--- src/rtl/seq_divider.sv ---
// seq_divider: iterative signed restoring divider, one quotient bit per clock.
// Define DIV_REMAINDER_EN to expose the signed remainder on data_remainder.
module seq_divider #(
    parameter int WIDTH = 32
) (
    input  logic             clock,
    input  logic             reset_n,
    input  logic             ctrl_div,
    input  logic [WIDTH-1:0] data_operandA,
    input  logic [WIDTH-1:0] data_operandB,
    output logic [WIDTH-1:0] data_result,
`ifdef DIV_REMAINDER_EN
    output logic [WIDTH-1:0] data_remainder,
`endif
    output logic             data_exception,
    output logic             data_resultRDY
);
    localparam int CW = $clog2(WIDTH) + 1;
    localparam logic [WIDTH-1:0] MIN = {1'b1, {(WIDTH-1){1'b0}}};
    typedef enum logic [1:0] {IDLE, BUSY, FIXUP, DONE} state_t;
    state_t state;
    logic [CW-1:0] cnt;
    logic [WIDTH-1:0] mag_b, rem, quot;
    logic sign_q, div0, ovf;
`ifdef DIV_REMAINDER_EN
    logic sign_r;
`endif
    logic [WIDTH:0] sh, trial;
    always_comb begin
        sh = {rem, quot[WIDTH-1]};
        trial = sh - {1'b0, mag_b};
    end
    // quot starts holding |A| so dividend bits shift out as quotient bits shift in
    always_ff @(posedge clock or negedge reset_n) begin
        if (!reset_n) begin
            state <= IDLE;
            cnt <= '0;
            mag_b <= '0;
            rem <= '0;
            quot <= '0;
            sign_q <= 1'b0;
            div0 <= 1'b0;
            ovf <= 1'b0;
            data_result <= '0;
            data_exception <= 1'b0;
            data_resultRDY <= 1'b0;
`ifdef DIV_REMAINDER_EN
            sign_r <= 1'b0;
            data_remainder <= '0;
`endif
        end else if (ctrl_div) begin
            state <= BUSY;
            cnt <= '0;
            rem <= '0;
            quot <= data_operandA[WIDTH-1] ? -data_operandA : data_operandA;
            mag_b <= data_operandB[WIDTH-1] ? -data_operandB : data_operandB;
            sign_q <= data_operandA[WIDTH-1] ^ data_operandB[WIDTH-1];
            div0 <= data_operandB == '0;
            ovf <= data_operandA == MIN && data_operandB == '1;
            data_resultRDY <= 1'b0;
`ifdef DIV_REMAINDER_EN
            sign_r <= data_operandA[WIDTH-1];
`endif
        end else begin
            case (state)
                BUSY: begin
                    rem <= trial[WIDTH] ? sh[WIDTH-1:0] : trial[WIDTH-1:0];
                    quot <= {quot[WIDTH-2:0], ~trial[WIDTH]};
                    cnt <= cnt + 1'b1;
                    if (cnt == CW'(WIDTH - 1)) state <= FIXUP;
                end
                FIXUP: begin
                    data_result <= div0 ? '0 : ovf ? MIN : sign_q ? -quot : quot;
                    data_exception <= div0 | ovf;
                    data_resultRDY <= 1'b1;
`ifdef DIV_REMAINDER_EN
                    data_remainder <= (div0 | ovf) ? '0 : sign_r ? -rem : rem;
`endif
                    state <= DONE;
                end
                DONE: begin
                    data_resultRDY <= 1'b0;
                    state <= IDLE;
                end
                default: state <= IDLE;
            endcase
        end
    end
endmodule

--- config.mk ---
export PLATFORM = sky130hd
export DESIGN_NAME = seq_divider
export DESIGN_NICKNAME = d
export VERILOG_FILES = /design/src/rtl/seq_divider.sv
export SDC_FILE = /design/constraint.sdc
export NUM_CORES = 1
export LEC_CHECK = 0
export BUFFER_PORTS_ARGS = -buffer_cell sky130_fd_sc_hd__buf_2
export CAP_MARGIN = 20
export CORE_MARGIN = 2
export CORE_UTILIZATION = 25
export CTS_CLUSTER_DIAMETER = 60
export CTS_CLUSTER_SIZE = 28
export DETAILED_ROUTE_END_ITERATION = 6
export PLACE_DENSITY = 0.4
export SYNTH_ARGS = -nofsm -noshare
export SYNTH_HDL_FRONTEND = slang
export SYNTH_SLANG_ARGS = --single-unit
--- constraint.sdc ---
create_clock -name clock -period 5.2 [get_ports clock]
set_input_delay 0 -clock clock [delete_from_list [all_inputs] [get_ports clock]]
set_output_delay 0 -clock clock [all_outputs]
set_load 0.01 [all_outputs]
==> impl_metrics.prom, run 1 <==
# TYPE chip_impl_metric gauge
chip_impl_info{name="outcome",value="completed"} 1
chip_impl_info{name="synth.area.top_cells",value="sky130_fd_sc_hd__dfrtp_1 37%, sky130_fd_sc_hd__xor2_1 6.7%, sky130_fd_sc_hd__o21ai_0 6.0%, sky130_fd_sc_hd__ha_1 5.2%, sky130_fd_sc_hd__nand2_1 4.9%"} 1
chip_impl_info{name="synth_top_family_by_area",value="compound AO/OA/AOI/OAI gates"} 1
chip_impl_metric{name="mapped_cells",unit=""} 1131
chip_impl_metric{name="slew_headroom",unit=""} 0.3407
chip_impl_metric{name="layoutNonFillerInstCount",unit=""} 1794
chip_impl_info{name="clock_tree.root_cell",value="sky130_fd_sc_hd__clkbuf_16"} 1
chip_impl_info{name="cell_type_with_the_highest_aggregate_area_in_the_netlist",value="sky130_fd_sc_hd__dfrtp_1"} 1
chip_impl_metric{name="static-leakage-power",unit="nW"} 5.340
chip_impl_info{name="synthMostInstantiatedCell",value="sky130_fd_sc_hd__dfrtp_1"} 1
chip_impl_metric{name="routabilityCongestion",unit=""} 0.7924
chip_impl_info{name="critical_path_class",value="reg -> reg"} 1
chip_impl_metric{name="yosys.area_share.simple",unit=""} 0.1713
chip_impl_metric{name="via_per_inst",unit=""} 4.760
chip_impl_metric{name="holdBufCountCts",unit=""} 72
chip_impl_metric{name="tritoncts.num_buffers",unit=""} 17
chip_impl_metric{name="cp.arrival",unit="ps"} 4260
chip_impl_metric{name="cts.clk_slew.worst_paths",unit="ps"} 70
chip_impl_metric{name="wl_per_cell",unit="um"} 16.16
chip_impl_metric{name="layout.filler_cells",unit=""} 4124
chip_impl_metric{name="syn_avg_cell_area",unit="um^2"} 8.516
chip_impl_metric{name="area.sequential",unit="um^2"} 3528
chip_impl_metric{name="hold-worst-slack",unit="ps"} 22.04
chip_impl_metric{name="netlist_area",unit="um^2"} 9632
chip_impl_metric{name="h-tree-depth",unit=""} 4
chip_impl_metric{name="first_pass_grt_wire_length",unit="um"} 48040
chip_impl_metric{name="timing.critical_path.required",unit="ps"} 5530
chip_impl_metric{name="synth.yosys.warnings",unit=""} 0
chip_impl_metric{name="fin_util",unit=""} 0.3174
chip_impl_metric{name="fin_ws",unit="ps"} 1274
chip_impl_metric{name="max-cap-violations",unit=""} 0
chip_impl_metric{name="cellPowerDensity",unit="nW/um^2"} 484.5
chip_impl_metric{name="ys_seq_area_frac",unit=""} 0.3663
chip_impl_metric{name="dieWidth",unit="um"} 200.3
chip_impl_metric{name="ctsLongestPathBuffers",unit=""} 2
chip_impl_metric{name="drive_above_1_share",unit=""} 0.1247
chip_impl_metric{name="dp_hpwl",unit="um"} 20250
chip_impl_metric{name="grt_pass1_vias",unit=""} 8605
chip_impl_metric{name="placement.io_buffers",unit=""} 100
chip_impl_metric{name="initial_core_utilization",unit=""} 0.2545
chip_impl_metric{name="num_io_pins",unit=""} 101
chip_impl_info{name="synth_top_cells_by_count",value="141 x sky130_fd_sc_hd__dfrtp_1, 126 x sky130_fd_sc_hd__nand2_1, 116 x sky130_fd_sc_hd__o21ai_0"} 1
chip_impl_metric{name="worstPathMaxFanout",unit=""} 41
chip_impl_metric{name="cts-resized-gates",unit=""} 0
chip_impl_metric{name="core.rowCount",unit=""} 71
chip_impl_metric{name="finalSetupViolations",unit=""} 0
chip_impl_metric{name="first_iter_violations",unit=""} 439
chip_impl_metric{name="final_period_minus_worst_setup_slack",unit="ps"} 3926
chip_impl_metric{name="globalRouteOverflowTotal",unit=""} 0
chip_impl_metric{name="routed_wire_length",unit="um"} 28990
chip_impl_metric{name="num_vias",unit=""} 8540
chip_impl_metric{name="synth.mux.area_fraction",unit=""} 0.03871
chip_impl_info{name="ys_dominant_reg_cell",value="sky130_fd_sc_hd__dfrtp_1"} 1
chip_impl_metric{name="timing_max_transition_violations_final",unit=""} 0
chip_impl_metric{name="post_synth_fa_ha_maj_area_fraction",unit=""} 0.05404
chip_impl_metric{name="core",unit="um^2"} 37840
chip_impl_metric{name="synthArstFlopShare",unit=""} 1.000
chip_impl_metric{name="place_ws",unit="ps"} 1267
chip_impl_metric{name="grt_max_degree",unit=""} 100
chip_impl_metric{name="drt_first_pass_iters",unit=""} 5
chip_impl_metric{name="synth-xor-area-share",unit=""} 0.1100
chip_impl_metric{name="clk-insertion-delay-late",unit="ps"} 450
chip_impl_metric{name="design.final.nets",unit=""} 1378
chip_impl_metric{name="synth_compound_area_frac",unit=""} 0.2143
chip_impl_info{name="clock_tree_from_tritoncts",value="built"} 1
chip_impl_metric{name="multi_input_area",unit="um^2"} 5699
chip_impl_metric{name="n_antenna_cell",unit=""} 0
chip_impl_info{name="grt_setup_unrepaired",value="false"} 1
chip_impl_metric{name="chipHeight",unit="um"} 200.3
chip_impl_metric{name="cts.sinks",unit=""} 141
chip_impl_metric{name="net_count_synth",unit=""} 1239
chip_impl_info{name="hold_removal_path_class",value="in -> reg"} 1
chip_impl_metric{name="worstMarginPinSlew",unit="ps"} 989.0
chip_impl_metric{name="area_growth_syn_to_layout",unit="%"} 24.72
chip_impl_metric{name="synth_largest_type_area_fraction",unit=""} 0.3663
chip_impl_metric{name="final_hold_viol_count",unit=""} 0
chip_impl_info{name="critPathCaptureType",value="register"} 1
chip_impl_metric{name="yosys.cell_types.count",unit=""} 65
chip_impl_metric{name="drc",unit=""} 0
chip_impl_metric{name="fmaxAchievable",unit="MHz"} 254.7
chip_impl_metric{name="ant_nets",unit=""} 0
chip_impl_metric{name="synth-seq-cells",unit=""} 141
chip_impl_metric{name="initial_antenna_violation_count",unit=""} 0
chip_impl_metric{name="tns",unit="ps"} 0
chip_impl_metric{name="fin_crit_sh",unit=""} 0.7550
chip_impl_metric{name="cts_setup_buffers",unit=""} 0
chip_impl_metric{name="peakVddDrop",unit="uV"} 245.8
chip_impl_metric{name="global_route.usage.total",unit=""} 0.1491
chip_impl_info{name="critPathLaunchType",value="register"} 1
chip_impl_metric{name="dieArea",unit="um^2"} 40110
chip_impl_metric{name="finClkSkew",unit="ps"} 15.93
chip_impl_metric{name="synth-edff-count",unit=""} 0
chip_impl_metric{name="placed_cells_incl_taps",unit=""} 1688
[metal layers]
metal  part of all wire  GRT usage
met1               0.51     0.2114
met2               0.45     0.2343
met3              0.034    0.02473
met4              0.012    0.03995
met5                  0          0
[area by class of cell]
type | count | area share
Clock buffer | 17 | 0.03541
Tap cell | 511 | 0.05322
Inverter | 54 | 0.01687
Sequential cell | 141 | 0.2937
Clock inverter | 15 | 0.01458
Timing Repair Buffer | 180 | 0.1118
Multi-Input combinational cell | 876 | 0.4744
[per-stage QoR]
step | power [mW] | cell area (um^2)
floorplan | 3.698 | 9632
global placement | 4.504 | 10640
detailed placement | 4.507 | 10640
CTS | 5.889 | 11960
global route | 6.367 | 12010
finish | 5.820 | 12010
[worst max-delay path: stages, from the launching register on]
cell,delay [ps]
sky130_fd_sc_hd__dfrtp_1,390
sky130_fd_sc_hd__inv_1,100
sky130_fd_sc_hd__ha_1,170
sky130_fd_sc_hd__inv_1,50
sky130_fd_sc_hd__fa_1,390
sky130_fd_sc_hd__a21o_1,200
sky130_fd_sc_hd__a221o_1,350
sky130_fd_sc_hd__a211oi_1,320
sky130_fd_sc_hd__nor3_1,120
sky130_fd_sc_hd__a211oi_2,480
sky130_fd_sc_hd__xor2_4,520
sky130_fd_sc_hd__buf_12,290
sky130_fd_sc_hd__nor3_1,100
sky130_fd_sc_hd__a311o_1,320
[path summary, 6_finish.rpt]
path / from / end / slack [ps] / cells past startpoint
worst max-delay path: quot[31] / rem[16] / 1270 / 13
worst min-delay path: data_operandB[1] / mag_b[1] / 20 / 3
worst max register to register: quot[31] / rem[16] / 1270 / 13
worst min register to register: data_result[4] / data_result[4] / 470 / 2
max in group asynchronous: reset_n / rem[0] / 3840 / 4
min in group asynchronous: reset_n / mag_b[3] / 40 / 2
[where the power goes]
group / total (mW) / leakage (nW) / internal (mW) / switching, mW
Clock: 1.30 / 0.291 / 0.724 / 0.572
Combinational: 2.74 / 3.30 / 1.14 / 1.60
Sequential: 1.78 / 1.75 / 1.45 / 0.333
Total: 5.82 / 5.34 / 3.32 / 2.51
[layout by cell type (no fill, tap or decap), types with 10 or more instances in the layout]
cell type / n
sky130_fd_sc_hd__dfrtp_1: 141
sky130_fd_sc_hd__nand4_1: 16
sky130_fd_sc_hd__or4_1: 11
sky130_fd_sc_hd__clkbuf_16: 17
sky130_fd_sc_hd__xor2_1: 73
sky130_fd_sc_hd__ha_1: 39
sky130_fd_sc_hd__o21ai_0: 116
sky130_fd_sc_hd__nor2_1: 96
sky130_fd_sc_hd__xnor2_1: 47
sky130_fd_sc_hd__and3_1: 10
sky130_fd_sc_hd__inv_1: 53
sky130_fd_sc_hd__nand3_1: 10
sky130_fd_sc_hd__a21oi_1: 84
sky130_fd_sc_hd__o31ai_1: 26
sky130_fd_sc_hd__o41ai_1: 10
sky130_fd_sc_hd__or3_1: 10
sky130_fd_sc_hd__nand2b_1: 11
sky130_fd_sc_hd__nand2_1: 126
sky130_fd_sc_hd__buf_2: 98
sky130_fd_sc_hd__a21o_1: 11
sky130_fd_sc_hd__nor3_1: 13
sky130_fd_sc_hd__mux2i_1: 35
sky130_fd_sc_hd__a211oi_1: 26
sky130_fd_sc_hd__dlygate4sd3_1: 72
[logic make-up after synthesis]
group / after synthesis
AO/OA/AOI/OAI: 333
XOR/XNOR: 121
adder cells (fa/ha/maj): 41
buffers and inverters: 114
flip-flops: 141
multiplexers: 37
AND/OR/NAND/NOR: 344
[state kept, by name (all words and copies together), names as in the netlist]
name / count
cnt: 6
data_exception: 1
data_result: 32
data_resultRDY: 1
div0: 1
mag_b: 32
ovf: 1
quot: 32
rem: 32
sign_q: 1
state: 2
Power figures use the tool's default switching activity.
==> inputs of run 2 (changes only) <==
==> constraint.sdc (replaced) <==
create_clock -name clock -period 4 [get_ports clock]
set_input_delay 0 -clock clock [delete_from_list [all_inputs] [get_ports clock]]
set_output_delay 0 -clock clock [all_outputs]
set_load 0.01 [all_outputs]
==> run 2 against run 1 <==
  * Final cell count unchanged
  * Global-route usage rose by 0.16 points
  * Design area is 0.84% lower
  * Clock power increased by 22%
  * Power rose by 28%
  * Fmax increased by 9.0%
  * Critical endpoint is now rem[2]
==> impl_metrics.prom, run 2 (synthesis results as in run 1) <==
# TYPE chip_impl_metric gauge
chip_impl_info{name="outcome",value="completed"} 1
chip_impl_metric{name="routabilityCongestion",unit=""} 0.7730
chip_impl_metric{name="p_comb_frac",unit=""} 0.476
chip_impl_metric{name="area_growth_syn_to_layout",unit="%"} 23.67
chip_impl_metric{name="max-cap-violations",unit=""} 0
chip_impl_metric{name="chipHeight",unit="um"} 200.3
chip_impl_metric{name="initial_core_utilization",unit=""} 0.2545
chip_impl_metric{name="globalRouteOverflowTotal",unit=""} 0
chip_impl_info{name="critPathCaptureType",value="register"} 1
chip_impl_metric{name="internal_power",unit="mW"} 4.185
chip_impl_metric{name="dieArea",unit="um^2"} 40110
chip_impl_info{name="critical_path_class",value="reg -> reg"} 1
chip_impl_metric{name="drt_first_pass_iters",unit=""} 5
chip_impl_metric{name="fmaxAchievable",unit="MHz"} 277.7
chip_impl_metric{name="worstPathMaxFanout",unit=""} 27
chip_impl_metric{name="core.rowCount",unit=""} 71
chip_impl_info{name="clock_tree.root_cell",value="sky130_fd_sc_hd__clkbuf_16"} 1
chip_impl_metric{name="static-leakage-power",unit="nW"} 5.316
chip_impl_metric{name="cts_setup_buffers",unit=""} 0
chip_impl_metric{name="clk-insertion-delay-late",unit="ps"} 450
chip_impl_metric{name="power.net_switching",unit="mW"} 3.281
chip_impl_metric{name="sequential_fraction_of_design_power",unit=""} 0.313
chip_impl_metric{name="global_route.usage.total",unit=""} 0.1508
chip_impl_metric{name="worstMarginPinSlew",unit="ps"} 1041
chip_impl_metric{name="power.switching_fraction",unit=""} 0.4395
chip_impl_metric{name="initial_antenna_violation_count",unit=""} 1
chip_impl_metric{name="n_antenna_cell",unit=""} 0
chip_impl_metric{name="worstRegToRegCells",unit=""} 13
chip_impl_metric{name="dieWidth",unit="um"} 200.3
chip_impl_info{name="mostFrequentLayoutCell",value="sky130_fd_sc_hd__dfrtp_1"} 1
chip_impl_info{name="hold_removal_path_class",value="in -> reg"} 1
chip_impl_metric{name="timing_max_transition_violations_final",unit=""} 0
chip_impl_metric{name="design.final.nets",unit=""} 1378
chip_impl_metric{name="cts.clk_slew.worst_paths",unit="ps"} 70
chip_impl_metric{name="ctsLongestPathBuffers",unit=""} 2
chip_impl_metric{name="timing.hold.worst_path_depth",unit=""} 3
chip_impl_info{name="layout_common_cells",value="141 x sky130_fd_sc_hd__dfrtp_1, 126 x sky130_fd_sc_hd__nand2_1, 116 x sky130_fd_sc_hd__o21ai_0"} 1
chip_impl_metric{name="drc",unit=""} 0
chip_impl_info{name="grt_setup_unrepaired",value="false"} 1
chip_impl_metric{name="cp.arrival",unit="ps"} 3930
chip_impl_metric{name="placement.io_buffers",unit=""} 100
chip_impl_metric{name="slew_headroom",unit=""} 0.3060
chip_impl_metric{name="fin_crit_sh",unit=""} 0.9003
chip_impl_metric{name="grt_pass1_vias",unit=""} 8596
chip_impl_metric{name="cellPowerDensity",unit="nW/um^2"} 626.8
chip_impl_metric{name="finClkSkew",unit="ps"} 14.60
chip_impl_metric{name="tritoncts.num_buffers",unit=""} 17
chip_impl_metric{name="grt_max_degree",unit=""} 86
chip_impl_metric{name="final_period_minus_worst_setup_slack",unit="ps"} 3601
chip_impl_metric{name="fin_util",unit=""} 0.3148
chip_impl_metric{name="core",unit="um^2"} 37840
chip_impl_metric{name="peakVddDrop",unit="uV"} 307.5
chip_impl_metric{name="h-tree-depth",unit=""} 4
chip_impl_metric{name="via_per_inst",unit=""} 4.762
chip_impl_metric{name="dp_hpwl",unit="um"} 20830
chip_impl_metric{name="first_iter_violations",unit=""} 477
chip_impl_metric{name="num_io_pins",unit=""} 101
chip_impl_info{name="clock_tree_from_tritoncts",value="built"} 1
chip_impl_metric{name="finalSetupViolations",unit=""} 0
chip_impl_info{name="critPathLaunchType",value="register"} 1
chip_impl_metric{name="routed_wire_length",unit="um"} 29490
chip_impl_metric{name="timing.critical_path.required",unit="ps"} 4330
chip_impl_metric{name="wl_per_cell",unit="um"} 16.44
chip_impl_metric{name="first_pass_grt_wire_length",unit="um"} 48270
chip_impl_metric{name="cts.sinks",unit=""} 141
chip_impl_metric{name="num_vias",unit=""} 8543
chip_impl_metric{name="ant_nets",unit=""} 0
chip_impl_metric{name="tns",unit="ps"} 0
chip_impl_metric{name="clockPowerShare",unit=""} 0.211
chip_impl_metric{name="final_hold_viol_count",unit=""} 0
chip_impl_metric{name="power",unit="mW"} 7.466
chip_impl_metric{name="drive_above_1_share",unit=""} 0.1302
## run 2: worst paths after layout
| check | start | end | slack [ps] |
|---|---|---|---|
| worst max register to register | quot[31] | rem[2] | 400 |
| max in group asynchronous | reset_n | quot[12] | 2870 |
| worst min register to register | data_result[12] | data_result[12] | 480 |
| worst min-delay path | ctrl_div | quot[24] | 20 |
| min in group asynchronous | reset_n | data_result[19] | 150 |
| worst max-delay path | quot[31] | rem[2] | 400 |
## run 2: metal layers
layer	GRT usage	vias to the layer above	share of wire	routed length, um
met5	0	-	0	0
met4	0.04339	0	0.013	380
met3	0.02376	20	0.026	770
met2	0.2344	119	0.44	13080
met1	0.2154	4093	0.52	15250
li1	-	4311	-	-
## run 2: final cells by class
| type | count | area, um^2 |
|---|---|---|
| multi-input combinational | 876 | 5699 |
| inverter | 54 | 202.7 |
| clock buffer | 18 | 439.2 |
| clock inverter | 14 | 122.6 |
| fill | 4099 | 25930 |
| tap | 511 | 639.4 |
| sequential | 141 | 3528 |
| timing repair buffer | 180 | 1280 |
## run 2: per-stage QoR
step                setup slack (ps)  hold WS [ps]  instances  cell area (um^2)
floorplan                      782.9        -295.6       1131              9632
global placement               426.1         92.42       1696             10680
detailed placement             381.4         98.08       1696             10680
CTS                            353.2         4.952       1793             11900
global route                   117.4         36.82       1794             11910
finish                         398.6         24.62       1794             11910
## run 2: power by group through the flow
stage	Sequential, mW	Clock (mW)	Combinational [mW]
2_1_floorplan	2.29	0	2.52
3_3_place_gp	2.36	0	3.53
3_5_place_dp	2.36	0	3.53
4_1_cts	2.34	1.63	3.59
5_1_grt	2.42	1.69	4.03
6_report	2.34	1.58	3.55
## run 2: what timing repair did
item	in CTS	in global routing
gates resized for setup	0	0
endpoints found under the hold margin	135	0
hold buffers	65	0
## run 2: worst max-delay path, cell delays in order, from the launching register on
cell,delay [ps]
sky130_fd_sc_hd__dfrtp_1,380
sky130_fd_sc_hd__inv_1,100
sky130_fd_sc_hd__ha_1,180
sky130_fd_sc_hd__inv_1,60
sky130_fd_sc_hd__fa_1,390
sky130_fd_sc_hd__a21o_1,210
sky130_fd_sc_hd__a221o_1,360
sky130_fd_sc_hd__a211oi_1,290
sky130_fd_sc_hd__nor3_1,110
sky130_fd_sc_hd__a211oi_2,470
sky130_fd_sc_hd__xor2_4,190
sky130_fd_sc_hd__buf_4,320
sky130_fd_sc_hd__nor3_1,100
sky130_fd_sc_hd__a311o_1,320
==> inputs of run 3 (changes only) <==
--- a/config.mk
+++ b/config.mk
@@ -9,10 +9,11 @@
 export CAP_MARGIN = 20
 export CORE_MARGIN = 2
 export CORE_UTILIZATION = 25
+export CTS_BUF_LIST = sky130_fd_sc_hd__clkbuf_16
 export CTS_CLUSTER_DIAMETER = 60
 export CTS_CLUSTER_SIZE = 28
 export DETAILED_ROUTE_END_ITERATION = 6
-export PLACE_DENSITY = 0.4
+export PLACE_DENSITY = 0.48
 export SYNTH_ARGS = -nofsm -noshare
 export SYNTH_HDL_FRONTEND = slang
 export SYNTH_SLANG_ARGS = --single-unit
==> run 3 against run 2 <==
  * Sequential power is essentially flat
  * Register-to-register slack gained 20 ps
  * Power grew 0.71%
==> impl_metrics.prom, run 3 (synthesis results as in run 1) <==
# TYPE chip_impl_metric gauge
chip_impl_metric{name="final_hold_viol_count",unit=""} 0
chip_impl_info{name="timing.hold.worst.start",value="data_operandB[6]"} 1
chip_impl_metric{name="globalRouteMet1Util",unit=""} 0.1933
chip_impl_metric{name="globalRouteOverflowTotal",unit=""} 0
chip_impl_metric{name="dieWidth",unit="um"} 200.3
chip_impl_metric{name="grt_pass1_vias",unit=""} 8350
chip_impl_metric{name="num_io_pins",unit=""} 101
chip_impl_metric{name="area_growth_syn_to_layout",unit="%"} 23.19
chip_impl_info{name="mostFrequentLayoutCell",value="sky130_fd_sc_hd__dfrtp_1"} 1
chip_impl_metric{name="first_pass_grt_wire_length",unit="um"} 44770
chip_impl_metric{name="drive_above_1_share",unit=""} 0.1249
chip_impl_info{name="clock_tree.root_cell",value="sky130_fd_sc_hd__clkbuf_16"} 1
chip_impl_metric{name="timing.critical_path.required",unit="ps"} 4300
chip_impl_metric{name="tns",unit="ps"} 0
chip_impl_metric{name="final_period_minus_worst_setup_slack",unit="ps"} 3580
chip_impl_info{name="outcome",value="completed"} 1
chip_impl_metric{name="dp_hpwl",unit="um"} 19500
chip_impl_metric{name="global_route.usage.total",unit=""} 0.1372
chip_impl_info{name="critical_path.startpoint",value="quot[31]"} 1
chip_impl_metric{name="static-leakage-power",unit="nW"} 5.296
chip_impl_metric{name="layout.filler_cells",unit=""} 4069
chip_impl_metric{name="chipHeight",unit="um"} 200.3
chip_impl_metric{name="finClkSkew",unit="ps"} 6.550
chip_impl_info{name="layout_common_cells",value="141 x sky130_fd_sc_hd__dfrtp_1, 126 x sky130_fd_sc_hd__nand2_1, 116 x sky130_fd_sc_hd__o21ai_0"} 1
chip_impl_info{name="timing.rr.start",value="quot[31]"} 1
chip_impl_metric{name="cts.clk_slew.worst_paths",unit="ps"} 60
chip_impl_info{name="grt_setup_unrepaired",value="false"} 1
chip_impl_metric{name="drt_first_pass_iters",unit=""} 5
chip_impl_metric{name="first_iter_violations",unit=""} 391
chip_impl_metric{name="timing_max_transition_violations_final",unit=""} 0
chip_impl_metric{name="grt_max_degree",unit=""} 110
chip_impl_info{name="hold_removal_path_class",value="in -> reg"} 1
chip_impl_metric{name="max-cap-violations",unit=""} 0
chip_impl_metric{name="fmaxAchievable",unit="MHz"} 279.3
chip_impl_metric{name="via_per_inst",unit=""} 4.786
chip_impl_metric{name="initial_antenna_violation_count",unit=""} 0
chip_impl_metric{name="cellPowerDensity",unit="nW/um^2"} 633.7
chip_impl_metric{name="worstPathMaxFanout",unit=""} 26
chip_impl_info{name="critical_path_class",value="reg -> reg"} 1
chip_impl_metric{name="layoutNonFillerInstCount",unit=""} 1784
chip_impl_metric{name="n_antenna_cell",unit=""} 0
chip_impl_metric{name="peakVddDrop",unit="uV"} 299.3
chip_impl_metric{name="tritoncts.num_buffers",unit=""} 17
chip_impl_metric{name="num_vias",unit=""} 8539
chip_impl_metric{name="gr-usage-met2",unit=""} 0.2099
chip_impl_info{name="critPathLaunchType",value="register"} 1
chip_impl_metric{name="critical_path.max_stage_delay",unit="ps"} 400
chip_impl_metric{name="placement.io_buffers",unit=""} 100
chip_impl_metric{name="initial_core_utilization",unit=""} 0.2545
chip_impl_metric{name="placed_cells_incl_taps",unit=""} 1694
chip_impl_info{name="busiest_layer",value="met2"} 1
chip_impl_metric{name="design.final.nets",unit=""} 1369
chip_impl_metric{name="drc",unit=""} 0
chip_impl_metric{name="core",unit="um^2"} 37840
chip_impl_metric{name="ant_nets",unit=""} 0
chip_impl_metric{name="ctsLongestPathBuffers",unit=""} 2
chip_impl_metric{name="finalSetupViolations",unit=""} 0
chip_impl_info{name="clock_tree_from_tritoncts",value="built"} 1
chip_impl_metric{name="core.rowCount",unit=""} 71
chip_impl_metric{name="cts_setup_buffers",unit=""} 0
chip_impl_metric{name="dieArea",unit="um^2"} 40110
chip_impl_info{name="critPathCaptureType",value="register"} 1
chip_impl_metric{name="h-tree-depth",unit=""} 4
chip_impl_metric{name="routabilityCongestion",unit=""} 0.8171
chip_impl_metric{name="routed_wire_length",unit="um"} 27500
chip_impl_metric{name="fin_crit_sh",unit=""} 0.8951
chip_impl_metric{name="clk-insertion-delay-late",unit="ps"} 420
chip_impl_info{name="timing.critical_path.slowest_stage_cell",value="sky130_fd_sc_hd__xor2_4"} 1
chip_impl_metric{name="cts.sinks",unit=""} 141
chip_impl_metric{name="cts-resized-gates",unit=""} 0
chip_impl_metric{name="slew_headroom",unit=""} 0.2729
chip_impl_info{name="crit_chain",value="inv_1 > ha_1 > inv_1 > fa_1 > a21o_1 > a221o_1 > a211oi_1 > nor3_1 > a211oi_2 > buf_4 > xor2_4 > buf_12 > nor3_1 > a311o_1"} 1
chip_impl_metric{name="met3_usage",unit=""} 0.03238
chip_impl_metric{name="worstMarginPinSlew",unit="ps"} 1091
chip_impl_metric{name="wl_per_cell",unit="um"} 15.42
chip_impl_metric{name="cp.arrival",unit="ps"} 3880
## run 3: cell types whose count changed in the layout (fill, tap and decap cells not counted), moves of 2 or more
cell / delta
sky130_fd_sc_hd__buf_12: +2
sky130_fd_sc_hd__buf_4: -4
sky130_fd_sc_hd__bufinv_16: +3
sky130_fd_sc_hd__clkinv_1: +2
sky130_fd_sc_hd__clkinv_2: +2
sky130_fd_sc_hd__dlygate4sd3_1: -6
sky130_fd_sc_hd__inv_1: +2
sky130_fd_sc_hd__inv_6: -7
sky130_fd_sc_hd__inv_8: -2
## run 3: through the flow
step	setup WS [ps]	area (um^2)	utilization	hold slack [ps]	power (mW)
floorplan	782.9	9632	-	-295.6	4.807
global placement	465.4	10690	0.2826	93.93	5.866
detailed placement	413.1	10690	0.2826	101.2	5.886
CTS	377.7	11870	0.3135	4.173	7.580
global route	122.2	11870	0.3135	33.17	8.156
finish	419.5	11870	0.3135	31.10	7.519
## run 3: path summary, 6_finish.rpt
check / slack [ps] / cells after the start / to
setup reg to reg: 420 / 14 / rem[16]
min in group asynchronous: 170 / 2 / mag_b[5]
max in group asynchronous: 2860 / 3 / data_result[9]
setup / recovery: 420 / 14 / rem[16]
hold reg to reg: 470 / 2 / data_result[4]
hold / removal: 30 / 3 / mag_b[6]
## run 3: metal layers
metal  vias up  part of all wire
met1      4066              0.50
met5         -                 0
met2       162              0.44
met3        24             0.049
li1       4287                 -
met4         0             0.014
## run 3: worst max-delay path, delay by kind of cell, from the launching register on
family	cells	cell delay [ps]
and+or+nand+nor	2	190
AOI/OAI and AO/OA	5	1390
buffers and inverters	4	530
xor gates and xnor gates	1	400
DFF	1	380
adders and majority gates	2	550
## run 3: final cells by class
type                            instances  area, um^2  area share
Multi-Input combinational cell        876        5699      0.4803
Sequential cell                       141        3528      0.2974
Timing Repair Buffer                  171        1215      0.1024
Tap cell                              511       639.4     0.05389
Clock buffer                           17       425.4     0.03585
Inverter                               54       202.7     0.01708
Clock inverter                         14       155.1     0.01308
## run 3: repair_timing
item	4_1_cts	5_1_grt
endpoints found under the hold margin	134	0
endpoints found under the setup margin	0	0
hold buffers	59	0
## run 3: report_power, final
| group | internal [mW] | switching, mW |
|---|---|---|
| Sequential | 1.89 | 0.448 |
| Combinational | 1.51 | 2.07 |
| Clock | 0.966 | 0.634 |
